**src/rtl/alu_op_decoder_pkg.sv**
```systemverilog
// alu_op_decoder_pkg
//   Shared definitions for the decode stage and the ALU: ALUFunc codes,
//   MIPS opcode/funct constants, b_sel encodings, the decoded control
//   bundle, the skid-buffer state type and the immediate-extension helper.
package alu_op_decoder_pkg;

    localparam int unsigned IMM_W_FIXED = 32;

    typedef enum logic [5:0] {
        ALU_ADD = 6'b000000,
        ALU_SUB = 6'b000001,
        ALU_AND = 6'b011000,
        ALU_OR  = 6'b011110,
        ALU_XOR = 6'b010110,
        ALU_NOR = 6'b010001,
        ALU_A   = 6'b011010,
        ALU_SLL = 6'b100000,
        ALU_SRL = 6'b100001,
        ALU_SRA = 6'b100011,
        ALU_EQ  = 6'b110011,
        ALU_NEQ = 6'b110001,
        ALU_LT  = 6'b110101,
        ALU_LEZ = 6'b111101,
        ALU_GEZ = 6'b111001,
        ALU_GTZ = 6'b111111
    } alu_func_e;

    typedef enum logic [1:0] {
        BSEL_RT   = 2'd0,
        BSEL_IMM  = 2'd1,
        BSEL_ZERO = 2'd2,
        BSEL_RSVD = 2'd3
    } b_sel_e;

    typedef enum logic [1:0] {
        S_EMPTY = 2'd0,
        S_ONE   = 2'd1,
        S_FULL  = 2'd2
    } buf_state_e;

    localparam logic [5:0] OP_RTYPE  = 6'h00;
    localparam logic [5:0] OP_REGIMM = 6'h01;
    localparam logic [5:0] OP_J      = 6'h02;
    localparam logic [5:0] OP_JAL    = 6'h03;
    localparam logic [5:0] OP_BEQ    = 6'h04;
    localparam logic [5:0] OP_BNE    = 6'h05;
    localparam logic [5:0] OP_BLEZ   = 6'h06;
    localparam logic [5:0] OP_BGTZ   = 6'h07;
    localparam logic [5:0] OP_ADDI   = 6'h08;
    localparam logic [5:0] OP_ADDIU  = 6'h09;
    localparam logic [5:0] OP_SLTI   = 6'h0A;
    localparam logic [5:0] OP_SLTIU  = 6'h0B;
    localparam logic [5:0] OP_ANDI   = 6'h0C;
    localparam logic [5:0] OP_ORI    = 6'h0D;
    localparam logic [5:0] OP_XORI   = 6'h0E;
    localparam logic [5:0] OP_LUI    = 6'h0F;
    localparam logic [5:0] OP_LW     = 6'h23;
    localparam logic [5:0] OP_SW     = 6'h2B;

    localparam logic [5:0] FN_SLL  = 6'h00;
    localparam logic [5:0] FN_SRL  = 6'h02;
    localparam logic [5:0] FN_SRA  = 6'h03;
    localparam logic [5:0] FN_SLLV = 6'h04;
    localparam logic [5:0] FN_SRLV = 6'h06;
    localparam logic [5:0] FN_SRAV = 6'h07;
    localparam logic [5:0] FN_JR   = 6'h08;
    localparam logic [5:0] FN_JALR = 6'h09;
    localparam logic [5:0] FN_ADD  = 6'h20;
    localparam logic [5:0] FN_ADDU = 6'h21;
    localparam logic [5:0] FN_SUB  = 6'h22;
    localparam logic [5:0] FN_SUBU = 6'h23;
    localparam logic [5:0] FN_AND  = 6'h24;
    localparam logic [5:0] FN_OR   = 6'h25;
    localparam logic [5:0] FN_XOR  = 6'h26;
    localparam logic [5:0] FN_NOR  = 6'h27;
    localparam logic [5:0] FN_SLT  = 6'h2A;
    localparam logic [5:0] FN_SLTU = 6'h2B;

    typedef struct packed {
        alu_func_e               func;
        logic                    sgn;
        logic                    a_sel;
        b_sel_e                  b_sel;
        logic [4:0]              shamt;
        logic [IMM_W_FIXED-1:0]  imm_ext;
        logic                    illegal;
    } alu_bundle_t;

    function automatic logic [IMM_W_FIXED-1:0] ext16(input logic [15:0] imm, input logic zext);
        return zext ? {16'h0000, imm} : {{16{imm[15]}}, imm};
    endfunction

endpackage

```
**src/rtl/alu_op_decoder_if.sv**
```systemverilog
// alu_op_decoder_if
//   Handshake and control-bundle bus of the decode stage.
//   slave  : decoder side (accepts instr, produces the bundle)
//   master : fetch/execute side (offers instr, consumes the bundle)
//   Signals: flush, in_valid/in_ready/instr, out_valid/out_ready,
//            alu_func, alu_signed, a_sel, b_sel, shamt, imm_ext, illegal.
interface alu_op_decoder_if;
    import alu_op_decoder_pkg::*;

    logic                   flush;
    logic                   in_valid;
    logic                   in_ready;
    logic [31:0]            instr;
    logic                   out_valid;
    logic                   out_ready;
    logic [5:0]             alu_func;
    logic                   alu_signed;
    logic                   a_sel;
    logic [1:0]             b_sel;
    logic [4:0]             shamt;
    logic [IMM_W_FIXED-1:0] imm_ext;
    logic                   illegal;

    modport slave (
        input  flush, in_valid, instr, out_ready,
        output in_ready, out_valid, alu_func, alu_signed, a_sel, b_sel,
               shamt, imm_ext, illegal
    );

    modport master (
        output flush, in_valid, instr, out_ready,
        input  in_ready, out_valid, alu_func, alu_signed, a_sel, b_sel,
               shamt, imm_ext, illegal
    );
endinterface

```
**src/rtl/alu_op_decoder_table.sv**
```systemverilog
// alu_op_table
//   Purely combinational MIPS instruction -> ALU control bundle decode.
//   Ports: i_instr  (32-bit instruction word)
//          o_bundle (func, signed, a_sel, b_sel, shamt, imm_ext, illegal)
module alu_op_table
    import alu_op_decoder_pkg::*;
(
    input  logic [31:0] i_instr,
    output alu_bundle_t o_bundle
);

    logic [5:0] w_op;
    logic [5:0] w_funct;
    logic [4:0] w_rt;
    logic [4:0] w_shamt_fld;
    logic       w_unused_rs;
    logic       w_zext;

    assign w_op        = i_instr[31:26];
    assign w_funct     = i_instr[5:0];
    assign w_rt        = i_instr[20:16];
    assign w_shamt_fld = i_instr[10:6];
    assign w_unused_rs = ^i_instr[25:21];

    always_comb begin
        o_bundle       = '0;
        o_bundle.func  = ALU_ADD;
        o_bundle.b_sel = BSEL_RT;
        w_zext         = 1'b0;
        case (w_op)
            OP_RTYPE: begin
                o_bundle.sgn = 1'b1;
                case (w_funct)
                    FN_ADD, FN_JR, FN_JALR: o_bundle.func = ALU_ADD;
                    FN_ADDU: begin o_bundle.func = ALU_ADD; o_bundle.sgn = 1'b0; end
                    FN_SUB:  o_bundle.func = ALU_SUB;
                    FN_SUBU: begin o_bundle.func = ALU_SUB; o_bundle.sgn = 1'b0; end
                    FN_AND:  o_bundle.func = ALU_AND;
                    FN_OR:   o_bundle.func = ALU_OR;
                    FN_XOR:  o_bundle.func = ALU_XOR;
                    FN_NOR:  o_bundle.func = ALU_NOR;
                    FN_SLT:  o_bundle.func = ALU_LT;
                    FN_SLTU: begin o_bundle.func = ALU_LT; o_bundle.sgn = 1'b0; end
                    FN_SLL: begin o_bundle.func = ALU_SLL; o_bundle.a_sel = 1'b1; o_bundle.shamt = w_shamt_fld; end
                    FN_SRL: begin o_bundle.func = ALU_SRL; o_bundle.a_sel = 1'b1; o_bundle.shamt = w_shamt_fld; end
                    FN_SRA: begin o_bundle.func = ALU_SRA; o_bundle.a_sel = 1'b1; o_bundle.shamt = w_shamt_fld; end
                    FN_SLLV: o_bundle.func = ALU_SLL;
                    FN_SRLV: o_bundle.func = ALU_SRL;
                    FN_SRAV: o_bundle.func = ALU_SRA;
                    default: begin o_bundle.illegal = 1'b1; o_bundle.sgn = 1'b0; end
                endcase
            end
            OP_ADDI:  begin o_bundle.b_sel = BSEL_IMM; o_bundle.sgn = 1'b1; end
            OP_ADDIU, OP_LW, OP_SW: o_bundle.b_sel = BSEL_IMM;
            OP_SLTI:  begin o_bundle.func = ALU_LT; o_bundle.b_sel = BSEL_IMM; o_bundle.sgn = 1'b1; end
            OP_SLTIU: begin o_bundle.func = ALU_LT; o_bundle.b_sel = BSEL_IMM; end
            OP_ANDI:  begin o_bundle.func = ALU_AND; o_bundle.b_sel = BSEL_IMM; w_zext = 1'b1; end
            OP_ORI:   begin o_bundle.func = ALU_OR;  o_bundle.b_sel = BSEL_IMM; w_zext = 1'b1; end
            OP_XORI:  begin o_bundle.func = ALU_XOR; o_bundle.b_sel = BSEL_IMM; w_zext = 1'b1; end
            OP_LUI: begin
                o_bundle.func  = ALU_SLL;
                o_bundle.a_sel = 1'b1;
                o_bundle.shamt = 5'd16;
                o_bundle.b_sel = BSEL_IMM;
                w_zext         = 1'b1;
            end
            OP_BEQ:  begin o_bundle.func = ALU_EQ;  o_bundle.sgn = 1'b1; end
            OP_BNE:  begin o_bundle.func = ALU_NEQ; o_bundle.sgn = 1'b1; end
            OP_BLEZ: begin o_bundle.func = ALU_LEZ; o_bundle.sgn = 1'b1; o_bundle.b_sel = BSEL_ZERO; end
            OP_BGTZ: begin o_bundle.func = ALU_GTZ; o_bundle.sgn = 1'b1; o_bundle.b_sel = BSEL_ZERO; end
            OP_REGIMM: begin
                // rt selects bltz (0) / bgez (1); any other rt is unsupported
                if (w_rt == 5'd0) begin
                    o_bundle.func = ALU_LT;  o_bundle.sgn = 1'b1; o_bundle.b_sel = BSEL_ZERO;
                end else if (w_rt == 5'd1) begin
                    o_bundle.func = ALU_GEZ; o_bundle.sgn = 1'b1; o_bundle.b_sel = BSEL_ZERO;
                end else begin
                    o_bundle.illegal = 1'b1;
                end
            end
            OP_J, OP_JAL: o_bundle.func = ALU_ADD;
            default: o_bundle.illegal = 1'b1;
        endcase
        o_bundle.imm_ext = ext16(i_instr[15:0], w_zext);
    end

endmodule

```
**src/rtl/alu_op_decoder.sv**
```systemverilog
// alu_op_decoder
//   Registered decode stage: alu_op_table wrapped in a 2-entry skid buffer
//   with a registered in_ready.
//   Ports: clk   (rising edge)
//          reset (asynchronous, active low)
//          bus   (alu_op_decoder_if.slave: flush, input handshake + instr,
//                 output handshake + decoded ALU control bundle)
module alu_op_decoder
    import alu_op_decoder_pkg::*;
#(
    parameter int unsigned IMM_W = 32,
    parameter int unsigned DEPTH = 2
) (
    input  logic              clk,
    input  logic              reset,
    alu_op_decoder_if.slave   bus
);

    if (IMM_W != IMM_W_FIXED || DEPTH != 2) begin : g_param_check
        $error("alu_op_decoder supports only IMM_W=32 and DEPTH=2");
    end

    alu_bundle_t w_dec;
    alu_bundle_t r_head;
    alu_bundle_t r_tail;
    buf_state_e  r_state;
    logic        r_in_ready;
    logic        r_out_valid;
    logic        w_acc;
    logic        w_drn;

    alu_op_table u_table (
        .i_instr  (bus.instr),
        .o_bundle (w_dec)
    );

    assign w_acc = bus.in_valid & r_in_ready;
    assign w_drn = r_out_valid & bus.out_ready;

    // r_head always holds the oldest entry and drives the outputs directly;
    // r_tail is only occupied in S_FULL.
    always_ff @(posedge clk or negedge reset) begin
        if (!reset) begin
            r_state     <= S_EMPTY;
            r_head      <= '0;
            r_tail      <= '0;
            r_in_ready  <= 1'b1;
            r_out_valid <= 1'b0;
        end else if (bus.flush) begin
            r_state     <= S_EMPTY;
            r_in_ready  <= 1'b1;
            r_out_valid <= 1'b0;
        end else begin
            case (r_state)
                S_EMPTY: begin
                    if (w_acc) begin
                        r_head      <= w_dec;
                        r_state     <= S_ONE;
                        r_out_valid <= 1'b1;
                    end
                end
                S_ONE: begin
                    if (w_acc && !w_drn) begin
                        r_tail     <= w_dec;
                        r_state    <= S_FULL;
                        r_in_ready <= 1'b0;
                    end else if (!w_acc && w_drn) begin
                        r_state     <= S_EMPTY;
                        r_out_valid <= 1'b0;
                    end else if (w_acc && w_drn) begin
                        r_head <= w_dec;
                    end
                end
                S_FULL: begin
                    if (w_drn) begin
                        r_head     <= r_tail;
                        r_state    <= S_ONE;
                        r_in_ready <= 1'b1;
                    end
                end
                default: begin
                    r_state     <= S_EMPTY;
                    r_in_ready  <= 1'b1;
                    r_out_valid <= 1'b0;
                end
            endcase
        end
    end

    assign bus.in_ready   = r_in_ready;
    assign bus.out_valid  = r_out_valid;
    assign bus.alu_func   = r_head.func;
    assign bus.alu_signed = r_head.sgn;
    assign bus.a_sel      = r_head.a_sel;
    assign bus.b_sel      = r_head.b_sel;
    assign bus.shamt      = r_head.shamt;
    assign bus.imm_ext    = r_head.imm_ext;
    assign bus.illegal    = r_head.illegal;

endmodule

```
**src/flat_wrapper.sv**
```systemverilog
// flat-port wrapper written by rule: the top's interface ports become plain ports
module alu_op_decoder_flat import alu_op_decoder_pkg::*;
#(
    parameter int unsigned IMM_W = 32,
    parameter int unsigned DEPTH = 2
)
  (clk, reset, bus_flush, bus_in_valid, bus_instr, bus_out_ready, bus_in_ready, bus_out_valid, bus_alu_func, bus_alu_signed, bus_a_sel, bus_b_sel, bus_shamt, bus_imm_ext, bus_illegal);
  alu_op_decoder_if bus_i ();
  input  logic clk;
  input  logic reset;
  input wire logic [$bits(bus_i.flush)-1:0] bus_flush;
  input wire logic [$bits(bus_i.in_valid)-1:0] bus_in_valid;
  input wire logic [$bits(bus_i.instr)-1:0] bus_instr;
  input wire logic [$bits(bus_i.out_ready)-1:0] bus_out_ready;
  output wire logic [$bits(bus_i.in_ready)-1:0] bus_in_ready;
  output wire logic [$bits(bus_i.out_valid)-1:0] bus_out_valid;
  output wire logic [$bits(bus_i.alu_func)-1:0] bus_alu_func;
  output wire logic [$bits(bus_i.alu_signed)-1:0] bus_alu_signed;
  output wire logic [$bits(bus_i.a_sel)-1:0] bus_a_sel;
  output wire logic [$bits(bus_i.b_sel)-1:0] bus_b_sel;
  output wire logic [$bits(bus_i.shamt)-1:0] bus_shamt;
  output wire logic [$bits(bus_i.imm_ext)-1:0] bus_imm_ext;
  output wire logic [$bits(bus_i.illegal)-1:0] bus_illegal;
  assign bus_i.flush = bus_flush;
  assign bus_i.in_valid = bus_in_valid;
  assign bus_i.instr = bus_instr;
  assign bus_i.out_ready = bus_out_ready;
  assign bus_in_ready = bus_i.in_ready;
  assign bus_out_valid = bus_i.out_valid;
  assign bus_alu_func = bus_i.alu_func;
  assign bus_alu_signed = bus_i.alu_signed;
  assign bus_a_sel = bus_i.a_sel;
  assign bus_b_sel = bus_i.b_sel;
  assign bus_shamt = bus_i.shamt;
  assign bus_imm_ext = bus_i.imm_ext;
  assign bus_illegal = bus_i.illegal;
  alu_op_decoder #(.IMM_W(IMM_W), .DEPTH(DEPTH)) u_core (.clk(clk), .reset(reset), .bus(bus_i));
endmodule
```
**config.mk**
```make
export PLATFORM = sky130hd
export DESIGN_NAME = alu_op_decoder_flat
export DESIGN_NICKNAME = d
export VERILOG_FILES = /design/src/rtl/alu_op_decoder_pkg.sv /design/src/rtl/alu_op_decoder_if.sv /design/src/rtl/alu_op_decoder_table.sv /design/src/rtl/alu_op_decoder.sv /design/src/flat_wrapper.sv
export SDC_FILE = /design/constraint.sdc
export NUM_CORES = 1
export LEC_CHECK = 0
export BUFFER_PORTS_ARGS = -buffer_cell sky130_fd_sc_hd__clkbuf_2
export CORE_MARGIN = 1
export CORE_UTILIZATION = 54
export CTS_CLUSTER_DIAMETER = 40
export DETAILED_ROUTE_END_ITERATION = 7
export GPL_ROUTABILITY_DRIVEN = 0
export HOLD_SLACK_MARGIN = 0.1
export PLACE_DENSITY = 0.81
export SETUP_SLACK_MARGIN = 0.2
export SYNTH_ARGS = -nofsm -noshare
export SYNTH_HDL_FRONTEND = slang
export SYNTH_SLANG_ARGS = --single-unit
```
**constraint.sdc**
```tcl
create_clock -name clk -period 2.8 [get_ports clk]
set_clock_uncertainty 0.15 [all_clocks]
set_input_delay 0.42 -clock clk [delete_from_list [all_inputs] [get_ports clk]]
set_output_delay 0.42 -clock clk [all_outputs]
set_load 0.02 [all_outputs]
```
=== Yosys cells after proc, flatten, opt, wreduce, memory -nomap -nowiden ===
Cells that the tools add are included.

* Output and inout bits: 50
* Bits of input ports: 37
* Word-level logic and storage cells: 139
* Flip-flop bits (word level): 100

* Bitwise operators: 3
* Muxes and demuxes: 40
* Reduce and logical (&&, ||, !) cells: 29
* Equality and inequality tests: 50

{| class="wikitable"
|+ Operators by type and width
! kind !! count
|-
| two-way mux 48 bit || 5
|-
| case mux 48 bit (3 select lines) || 1
|-
| == test 6 bit, second input constant || 12
|-
| case mux 6 bit (11 select lines) || 1
|-
| == test 6 x 4 -> 1 bit, second input constant || 10
|-
| case mux 6 bit (9 select lines) || 1
|-
| == test 6 x 3 -> 1 bit, second input constant || 7
|-
| two-way mux 32 bit || 1
|-
| == test 6 x 2 -> 1 bit, second input constant || 4
|-
| OR reduction 18 bit || 1
|-
| OR reduction 16 bit || 1
|-
| OR reduction 15 bit || 1
|-
| two-way mux 2 bit || 7
|-
| two-way mux 7 bit || 2
|-
| OR reduction 2 bit || 7
|-
| two-way mux 1 bit || 13
|-
| zero test 6 bit || 2
|-
| inequality test 3 x 2 -> 1 bit, second input constant || 4
|-
| case mux 1 bit (3 select lines) || 4
|-
| case mux 2 bit (3 select lines) || 2
|-
| case mux 5 bit (2 select lines) || 1
|-
| OR reduction 10 bit || 1
|-
| AND reduction 3 bit || 3
|-
| inequality test 2 bit, second input constant || 4
|-
| other kinds (21) || 27
|}

=== Logic depth before layout (Yosys ltp) ===
Gate-level depths: netlist of the first run.

* Depth after elaboration: 8
* Gate-level depth with buffers: 10
* Mapped depth without buffers: 8

=== Hierarchy ===
A second synthesis of the first run with hierarchy kept.

* Cell total of the unflattened synthesis: 467
* Area total of the unflattened synthesis: 5170.0 µm²

{| class="wikitable"
|+ By module, submodules not included
! module !! area each (µm²) !! seq. area each (µm²) !! times used !! cells an instance
|-
| alu_op_decoder || 4310.4 || 2503.7 || 1 || 338
|-
| alu_op_table || 859.6 || 0.0 || 1 || 129
|}

=== Worst setup path before layout of the first run ===
No wires, ideal clock.

* Path type: reg2reg
* Start: register u_core.r_in_ready, in the netlist u_core.bus.in_ready
* End: register u_core.r_head (netlist bit u_core.bus.alu_func[0])
* Setup time: 83 ps
* Stages on the path, launching flop included: 10
* Slack: 523 ps
* Data required time: 2567 ps
* Period minus slack after synthesis: 2277 ps
* Path buffers: 2
* Arrival: 2044 ps
* Path through: dfstp_2 nand2_1 ha_1 nand4bb_1 a21oi_1 o21ba_2 clkbuf_1 clkbuf_1 o21ai_0 o21ai_0

* Cells in the longest elaborated chain, start to end: 5

{| class="wikitable"
|+ RTL lines
! element !! RTL line !! source
|-
| from (decl) || alu_op_decoder.sv:27 || <nowiki>logic r_in_ready;</nowiki>
|-
| from (signal assigned) || alu_op_decoder.sv:47 || <nowiki>r_in_ready <= 1'b1;</nowiki>
|-
| from (signal assigned) || alu_op_decoder.sv:51 || <nowiki>r_in_ready <= 1'b1;</nowiki>
|-
| from (signal assigned) || alu_op_decoder.sv:66 || <nowiki>r_in_ready <= 1'b0;</nowiki>
|-
| AND 1 bit * || alu_op_decoder.sv:37 || <nowiki>assign w_acc = bus.in_valid & r_in_ready;</nowiki>
|-
| zero test 1 bit || alu_op_decoder.sv:67 || <nowiki>end else if (!w_acc && w_drn) begin</nowiki>
|-
| logical AND 1 bit || alu_op_decoder.sv:67 ||
|-
| inequality test 2 bit (no source line) || -- ||
|-
| AND reduction 7 bit (no source line) * || -- ||
|-
| to (signal assigned) || alu_op_decoder.sv:57 || <nowiki>r_head <= w_dec;</nowiki>
|-
| to (signal assigned) || alu_op_decoder.sv:71 || <nowiki>r_head <= w_dec;</nowiki>
|-
| to (signal assigned) || alu_op_decoder.sv:76 || <nowiki>r_head <= r_tail;</nowiki>
|-
| to (decl) || alu_op_decoder.sv:24 || <nowiki>alu_bundle_t r_head;</nowiki>
|}

Every way passes the cells marked *; elsewhere a longest branch is shown, timed or not.
A chain may end at the register's enable or synchronous reset.

=== Worst setup path after layout of the first run ===
* Start: register u_core.r_in_ready, in the netlist u_core.bus.in_ready
* End: register u_core.r_head (netlist bit u_core.bus.alu_func[2])

The elaborated chain is that of the path after synthesis.

==> metrics, run 1 <==
status=finished with violations; failing checks=design-rule violations; total number of vias=3333; Levels on crit path=8; Routed wire per std cell=13.96 microns; post-synthesis sequential area ratio=0.4722; Setup crit start=u_core.bus.in_ready$_DFFE_PN1P_; Final Hold Viols=0; H-tree depth=3; layout cells sized above 1=0.2339; yosys warns=0; count of final max-slew check failures=0; maxcap violations=0; TNS Setup=0 ns; Buffers on Ports=81; Die Area=7211 sq um; CP delay by family, top=compound AO/OA/AOI/OAI gates; Synth Register Bits=70; final worst slack=0.4193 ns; r2r startpoint=u_core.bus.in_ready$_DFFE_PN1P_; Vias/cell=5.649; global-route wire length before repair=13890 microns; die height=84.92 microns; Syn Std Cell Area=3712 sq um; Worst-path clk slew=0.08 ns; diode count=0; crit-path cells=nand2_1 -> ha_1 -> nand4bb_1 -> a21oi_1 -> o21ba_2 -> buf_12 -> o21ai_0 -> o21ai_0; LEAKAGE=2.073 nW; Worst-Skew Late Latency=0.34 ns; Hold WC Path Type=input port to flop; worst path arrival time=2.49 ns; nature of the critical path endpoint=flop; Place WS=0.1864 ns; die width=84.92 microns; Achievable Freq=420.1 MHz; clock tree from TritonCTS=done; fin nets=548; CP Launch Type=flop; Core Area=6495 sq um; clk root buf=clkbuf_8; Tot GR Track Use=0.2449; number of I/O pins=87; Slew headroom=0.5549; drt drc=10; number of DRC markers in iteration 0=230; PwrDens=786.4 nW/um^2; clk sink count=70; Async SR Flop Fraction=1.000; Cell variety after synth=45; crit path buf inv count=1; most used cell, CP=o21ai_0; vias in the first global route=2909; fin crit period=2.381 ns; total gr overflow=0; main flop type after synthesis=dfrtp_1; Pre-antenna DRT Iters=8; slowest stage delay, CP=0.56 ns; Post-Syn Nets=490; Final setup violation count=0; worst slew pin tran=0.6673 ns; fin crit share=0.8502; Num CTS Buffers=9; starting density of the core=0.5716; worst vdd ir=0.0003185 V; WHS Path Cells=3; Worst Path Required=2.91 ns; syn_area_per_cell=8.250 sq um; RSZ-0062 raised after global routing=false; initial antenna violation count=0; R2R depth=8; post-route ant nets=0; Post-CTS Setup Inserts=0; R2R Setup Slk=0.42 ns; HP Start=bus_instr[14]; Area Growth Syn to Fin=16.18%; crit path kind=flop to flop; EDFF count, synth=0; Max Buffers Root-to-Sink=2; largest net degree at the start of global routing=45; row count=29; crit-path max FO=44; # fillers=534; overall routed net length=8237 microns; critical path's slowest cell=dfstp_2; dpl hpwl=5852 microns; Mapped Cells=450
-- layer usage --
metal  vias to the layer above  track usage  share of wire  wire length [microns]
met2                       108       0.3976           0.48                   3983
met5                         -            0              0                      0
met4                         0      0.08320          0.014                    112
li1                       1645            -              -                      -
met1                      1572       0.3348           0.45                   3711
met3                         8      0.04280          0.052                    430
-- cell families (layout without fill, tap and decap cells) --
group	after synthesis	after routing	share of synthesized area
XOR/XNOR	3	3	0.007079
flip-flops	70	70	0.4722
adder cells (fa/ha/maj)	3	3	0.01011
AND/OR/NAND/NOR	215	215	0.2612
AO/OA/AOI/OAI	100	100	0.1678
buffers and inverters	58	121	0.07886
multiplexers	1	1	0.002696
-- power breakdown --
group | switching, W | total [W] | internal (W) | leakage [nW]
logic | 0.000678 | 0.00105 | 0.000369 | 1.09
registers | 0.000190 | 0.00151 | 0.00132 | 0.876
clock network | 0.000393 | 0.000833 | 0.000440 | 0.103
-- cells in the final DEF, fill, tap and decap left out, types with 3 or more instances in the layout --
| cell type | count |
|---|---|
| and3b_1 | 3 |
| dfrtp_1 | 69 |
| nand3_1 | 17 |
| nor3_1 | 7 |
| buf_4 | 12 |
| nand2_1 | 124 |
| a31oi_1 | 27 |
| a21oi_1 | 13 |
| clkbuf_2 | 80 |
| clkbuf_8 | 10 |
| or3_1 | 3 |
| o21ai_0 | 30 |
| ha_1 | 3 |
| a211oi_1 | 3 |
| inv_1 | 9 |
| o211ai_1 | 5 |
| nand3b_1 | 4 |
| a311oi_1 | 6 |
| nor2b_1 | 9 |
| nor2_1 | 35 |
-- sequential cells by signal, indices dropped and copies added, names as in the netlist --
signal,flops
u_core.bus.imm_ext,17
u_core.bus.out_valid,1
u_core.bus.illegal,1
u_core.r_tail,33
u_core.r_state,2
u_core.bus.a_sel,1
u_core.bus.shamt,5
u_core.bus.in_ready,1
u_core.bus.b_sel,2
u_core.bus.alu_signed,1
u_core.bus.alu_func,6
-- final timing paths --
check                                                          end
worst max-delay path            u_core.bus.alu_func[2]$_DFFE_PN0P_
worst min-delay path                 u_core.r_tail[15]$_DFFE_PN0P_
worst max register to register  u_core.bus.alu_func[2]$_DFFE_PN0P_
worst min register to register       u_core.r_tail[14]$_DFFE_PN0P_
max in group asynchronous          u_core.bus.in_ready$_DFFE_PN1P_
min in group asynchronous        u_core.bus.imm_ext[6]$_DFFE_PN0P_
-- synthesized netlist by cell type, types with 3 or more instances --
| master | n | area [sq um] |
|---|---|---|
| nand2_1 | 124 | 465.5 |
| dfrtp_1 | 69 | 1727 |
| nor2_1 | 35 | 131.4 |
| o21ai_0 | 30 | 150.1 |
| clkbuf_1 | 29 | 108.9 |
| a31oi_1 | 27 | 168.9 |
| nand3_1 | 17 | 85.08 |
| buf_4 | 15 | 112.6 |
| a21oi_1 | 13 | 65.06 |
| nor2b_1 | 10 | 62.56 |
| inv_1 | 9 | 33.78 |
| nor3_1 | 8 | 40.04 |
| a311oi_1 | 6 | 52.55 |
| o211ai_1 | 5 | 37.54 |
| nand3b_1 | 4 | 30.03 |
| a211oi_1 | 3 | 22.52 |
| and3b_1 | 3 | 26.28 |
| buf_2 | 3 | 15.01 |
| ha_1 | 3 | 37.54 |
| o21bai_1 | 3 | 22.52 |
| or3_1 | 3 | 18.77 |
-- cell type report --
class	instances	area, sq um	share of cell area
clock buffer	10	137.6	0.03191
inverter	9	33.78	0.007833
tap	77	96.34	0.02234
clock inverter	6	68.82	0.01596
sequential	70	1753	0.4064
multi-input combinational	322	1678	0.3890
timing repair buffer	96	545.5	0.1265
-- tightest hold or removal path: stages --
cell,delay (ns)
clkbuf_2,0.09
nand2_1,0.04
nand2_1,0.05
-- metrics by stage --
stage | util | instances | instance area [sq um] | hold slack (ns) | power (W)
floorplan | - | 450 | 3712 | -0.02559 | 0.002288
global placement | 0.6301 | 573 | 4093 | 0.3065 | 0.002533
detailed placement | 0.6301 | 573 | 4093 | 0.3122 | 0.002582
CTS | 0.6635 | 590 | 4309 | 0.1196 | 0.003413
global route | 0.6640 | 590 | 4313 | 0.1380 | 0.003597
finish | 0.6640 | 590 | 4313 | 0.1268 | 0.003392
-- timing repair --
item / 4_1_cts / 5_1_grt
endpoints found under the hold margin: 27 / 0
resized for setup: 0 / 1
endpoints found under the setup margin: 0 / 12
hold buffers: 1 / 0
(Power assumes the default switching activity.)
==> run 2, diff against run 1 <==
Settings changed: GPL_TIMING_DRIVEN set to 0, PLACE_DENSITY 0.81 to not set, PLACE_DENSITY_LB_ADDON set to 0.3.
==> metrics, run 2 (synthesis results as in run 1) <==
Core Area=6495 sq um; most frequent cells in the layout=nand2_1, clkbuf_2, dfrtp_1; H-tree depth=3; LEAKAGE=2.131 nW; Worst Path Required=2.86 ns; drt drc=9; sequential power share=0.440; die width=84.92 microns; worst vdd ir=0.0003930 V; Max Buffers Root-to-Sink=2; fin nets=580; clock tree from TritonCTS=done; row count=29; Final setup violation count=0; clock share of power=0.218; die height=84.92 microns; initial antenna violation count=0; fin crit share=0.8569; worst slew pin tran=0.8258 ns; R2R depth=9; fin crit period=2.399 ns; Final Hold Viols=0; Buffers on Ports=77; Area Growth Syn to Fin=19.45%; count of final max-slew check failures=0; PwrDens=773.0 nW/um^2; number of DRC markers in iteration 0=328; # fillers=547; number of I/O pins=87; clk sink count=70; Num CTS Buffers=9; WHS Path Cells=3; Worst Hold End=u_core.r_tail[13]$_DFFE_PN0P_; Vias/cell=5.656; crit path kind=flop to flop; maxcap violations=0; post-route ant nets=0; Die Area=7211 sq um; worst path arrival time=2.45 ns; Pint=0.002130 W; crit-path cells=nand2_1 -> inv_1 -> ha_1 -> nand2_1 -> or3_1 -> clkbuf_1 -> clkbuf_1 -> nand2_1 -> o21ai_0; sw power=0.001298 W; global-route wire length before repair=15030 microns; diode count=0; TNS Setup=0 ns; Logic pwr share=0.342; clk root buf=clkbuf_8; status=finished with violations; dpl hpwl=6599 microns; Achievable Freq=416.8 MHz; R2R Setup Slk=0.40 ns; most used cell, CP=nand2_1; Worst-Skew Late Latency=0.35 ns; Tot GR Track Use=0.2661; commonest non-fill, non-tap cell in the layout=nand2_1; critical path's slowest cell=dfstp_2; overall routed net length=9019 microns; failing checks=design-rule violations; total gr overflow=0; crit-path max FO=10; r2r startpoint=u_core.bus.in_ready$_DFFE_PN1P_; largest reg by FF count=u_core.r_tail; total number of vias=3518; CP Launch Type=flop; Post-CTS Setup Inserts=0; layout cells sized above 1=0.2330; Routed wire per std cell=14.50 microns; Hold WC Path Type=input port to flop; starting density of the core=0.5716; max reg flops=33; overall power=0.003428 W; nature of the critical path endpoint=flop; RSZ-0062 raised after global routing=false; Slew headroom=0.4452; sw frac=0.3786; largest net degree at the start of global routing=57; Pre-antenna DRT Iters=7; HP Start=bus_instr[12]; Critical R2R Capture=u_core.r_tail[5]$_DFFE_PN0P_; vias in the first global route=3142; slowest stage delay, CP=0.56 ns; Worst-path clk slew=0.08 ns
-- run 2: how the worst max path moves through the flow --
stage	startpoint	endpoint	slack [ns]
after global routing	u_core.bus.in_ready$_DFFE_PN1P_	u_core.r_tail[5]$_DFFE_PN0P_	0.23
after global placement	bus_out_ready	u_core.bus.alu_func[3]$_DFFE_PN0P_	0.15
final	u_core.bus.in_ready$_DFFE_PN1P_	u_core.r_tail[5]$_DFFE_PN0P_	0.40
after detailed placement	bus_out_ready	u_core.bus.alu_func[3]$_DFFE_PN0P_	0.11
after CTS	u_core.bus.out_valid$_DFFE_PN0P_	u_core.bus.imm_ext[11]$_DFFE_PN0P_	0.23
after floorplan	u_core.bus.in_ready$_DFFE_PN1P_	u_core.bus.alu_func[0]$_DFFE_PN0P_	0.52
-- run 2: per-layer routing --
metal  global-route usage  wire length [microns]  up-vias
li1                     -                      -     1713
met1               0.3636                   3996     1660
met2               0.4339                   4354      133
met3              0.05058                    530       12
met4              0.08320                    138        0
met5                    0                      0        -
-- run 2: power groups by stage --
stage / clock [W] / combinational (W) / sequential, W
floorplan: 0 / 0.000612 / 0.00168
global placement: 0 / 0.00113 / 0.00151
detailed placement: 0 / 0.00117 / 0.00153
CTS: 0.000760 / 0.00117 / 0.00151
global route: 0.000791 / 0.00129 / 0.00154
finish: 0.000748 / 0.00117 / 0.00151
-- run 2: timing repair --
action	4_1_cts	5_1_grt
hold buffers	1	0
endpoints found under the hold margin	14	0
setup endpoints to repair	3	33
gates resized for setup	1	17
-- run 2: layout make-up --
type	count	area, sq um	area share
plain buffers	49	274.0	0.06179
clock buffers	10	137.6	0.03104
clock inverters	6	43.79	0.009876
inverters	9	33.78	0.007619
multi-input cells	322	1670	0.3767
flip-flops and latches	70	1753	0.3953
well taps	77	96.34	0.02173
repair buffers	79	425.4	0.09594
-- run 2: worst max-delay path, delay by kind of cell, from the launching register on --
family                   cells  cell delay [ns]
adder cells (fa/ha/maj)      1             0.20
AO/OA/AOI/OAI                1             0.09
buffers and inverters        3             0.60
AND/OR/NAND/NOR              4             0.65
flip-flops                   1             0.56
-- run 2: metrics by stage --
stage / instances / hold slack [ns] / setup WS (ns) / area, sq um / util
6_report: 622 / 0.1218 / 0.4007 / 4434 / 0.6827
3_5_place_dp: 605 / 0.1792 / 0.1120 / 4224 / 0.6504
3_3_place_gp: 604 / 0.3070 / 0.1458 / 4194 / 0.6457
2_1_floorplan: 450 / -0.02559 / 0.5233 / 3712 / -
4_1_cts: 622 / 0.1181 / 0.2321 / 4417 / 0.6800
5_1_grt: 622 / 0.1360 / 0.2261 / 4434 / 0.6827
==> run 3, diff against run 2 <==
Settings changed: CORE_UTILIZATION 54 to 57, CTS_CLUSTER_DIAMETER 40 to 120, SYNTH_HIERARCHICAL set to 1.
==> metrics, run 3 <==
crit-path max FO=10; Logic pwr share=0.372; vias in the first global route=3662; largest reg by FF count=u_core/r_tail; sequential power share=0.466; CP Launch Type=flop; area leader, netlist=dfrtp_1; clock share of power=0.163; global-route wire length before repair=17540 microns; main flop type after synthesis=dfrtp_1; Synth Area in Compound Gates=0.09971; PwrDens=879.3 nW/um^2; Max Buffers Root-to-Sink=2; clk sink count=100; Worst Path Required=2.94 ns; Vias/cell=5.500; Design Area, Final=5901 sq um; number of DRC markers in iteration 0=148; yosys warns=6; largest net degree at the start of global routing=55; Post-Syn Nets=504; Worst-Skew Late Latency=0.36 ns; syn_area_per_cell=11.07 sq um; Mapped Cells=467; nature of the critical path endpoint=flop; crit path kind=flop to flop; Pint=0.003260 W; worst path arrival time=2.07 ns; total gr overflow=0; Achievable Freq=517.0 MHz; Synth Area in XOR/XNOR=0.005082; Routed wire per std cell=15.77 microns; initial antenna violation count=0; Synth top area share=0.4792; post-synthesis sequential area ratio=0.4843; Pre-antenna DRT Iters=4; RSZ-0062 raised after global routing=false; Synth Area in Adders=0; Core Area=8763 sq um; LEAKAGE=3.079 nW; status=finished, final reports clean; ranking of synthesized cells by area=dfrtp_1, mux2i_1, mux2_2, mux2_4, buf_4; fin nets=592; number of I/O pins=87; Layout Cells excl Fill=668; Post-synth top cells=dfrtp_1, nor2_1, a21oi_1; mux share of post-synthesis cell area=0.2178; EDFF count, synth=0; layout cells sized above 1=0.3625; Area Growth Syn to Fin=14.13%; diode count=0; commonest non-fill, non-tap cell in the layout=dfrtp_1; worst vdd ir=0.0006079 V; most frequent cells in the layout=dfrtp_1, clkbuf_2, nor2_1; Final Hold Viols=0; max reg flops=48; die height=97.24 microns; most common cell in the synthesized netlist=dfrtp_1; overall power=0.005189 W; # fillers=693; dpl hpwl=7550 microns; count of final max-slew check failures=0; Hold WC Path Type=input port to flop; total number of vias=3674; starting density of the core=0.5899; worst slew pin tran=0.6531 ns; Async SR Flop Fraction=1.000; die width=97.24 microns; fin crit period=1.934 ns; Tot GR Track Use=0.2305; Die Area=9455 sq um; clk root buf=clkbuf_8; Slew headroom=0.5646; simple-gate share of the synthesized area=0.1091; H-tree depth=3; fin crit share=0.6907; maxcap violations=0; sw power=0.001928 W; largest family of logic cells by synthesized area=multiplexers; TNS Setup=0 ns; Syn Std Cell Area=5170 sq um; overall routed net length=10530 microns; post-route ant nets=0; Cell variety after synth=52; row count=34; clock tree from TritonCTS=done; Post-CTS Setup Inserts=0; Num CTS Buffers=9; sw frac=0.3716; Area after DPL=5710 sq um; drt drc=0; Buffers on Ports=75; DP Cell Count=651; Worst-path clk slew=0.10 ns; Final setup violation count=0; Synth Register Bits=100
[run 3: worst max-delay path: stages, from the launching register on]
cell	delay [ns]
dfstp_2	0.59
nand4bb_1	0.12
o22ai_2	0.28
clkbuf_1	0.48
nor2_1	0.09
a21oi_1	0.14
[run 3: layout make-up]
class | instances | area, sq um | share of cell area
plain buffers | 60 | 411.6 | 0.06976
well taps | 108 | 135.1 | 0.02290
repair buffers | 77 | 415.4 | 0.07040
clock buffers | 12 | 145.1 | 0.02460
inverters | 6 | 22.52 | 0.003817
multi-input cells | 301 | 2232 | 0.3783
clock inverters | 4 | 35.03 | 0.005937
flip-flops and latches | 100 | 2504 | 0.4243
[run 3: through the flow]
| stage | hold slack, ns | utilization | worst slack (ns) |
|---|---|---|---|
| final | 0.1349 | 0.6733 | 0.8659 |
| after detailed placement | 0.3427 | 0.6516 | 0.5133 |
| after floorplan | -0.02559 | - | 0.9315 |
| after CTS | 0.1253 | 0.6733 | 0.8608 |
| after global routing | 0.1292 | 0.6733 | 0.7185 |
| after global placement | 0.3357 | 0.6482 | -0.04202 |
[run 3: path summary, 6_finish.rpt]
path,start,end,slack (ns),cells after the start
worst min register to register,u_core/r_tail[35]$_DFFE_PN0P_,u_core/r_tail[35]$_DFFE_PN0P_,0.36,1
min in group asynchronous,reset,u_core/bus.imm_ext[2]$_DFFE_PN0P_,0.48,2
worst max register to register,u_core/bus.in_ready$_DFFE_PN1P_,u_core/bus.imm_ext[8]$_DFFE_PN0P_,0.87,5
worst min-delay path,bus_instr[11],u_core/r_tail[12]$_DFFE_PN0P_,0.13,2
max in group asynchronous,reset,u_core/r_tail[41]$_DFFE_PN0P_,1.34,3
worst max-delay path,u_core/bus.in_ready$_DFFE_PN1P_,u_core/bus.imm_ext[8]$_DFFE_PN0P_,0.87,5
[run 3: logic make-up after synthesis]
group,Yosys count
and+or+nand+nor,111
DFF,100
muxes,99
AOI/OAI and AO/OA,88
buffers and inverters,66
xor gates and xnor gates,3
[run 3: power groups by stage]
| stage | sequential, W | clock, W | combinational, W |
|---|---|---|---|
| final | 0.00242 | 0.000844 | 0.00193 |
| after global routing | 0.00249 | 0.000927 | 0.00208 |
| after CTS | 0.00241 | 0.000873 | 0.00194 |
| after detailed placement | 0.00244 | 0 | 0.00193 |
| after global placement | 0.00240 | 0 | 0.00188 |
| after floorplan | 0.00279 | 0 | 0.000921 |
[run 3: repair_timing]
action | in CTS | in global routing
hold buffers | 1 | 0
resized for setup | 0 | 0
endpoints found under the hold margin | 45 | 0
[run 3: per-layer routing]
metal | vias to the layer above | GRT usage | share of wire
li1 | 1777 | - | -
met5 | - | 0 | 0
met3 | 12 | 0.04820 | 0.036
met4 | 0 | 0.07014 | 0.017
met2 | 79 | 0.3770 | 0.50
met1 | 1806 | 0.3110 | 0.45
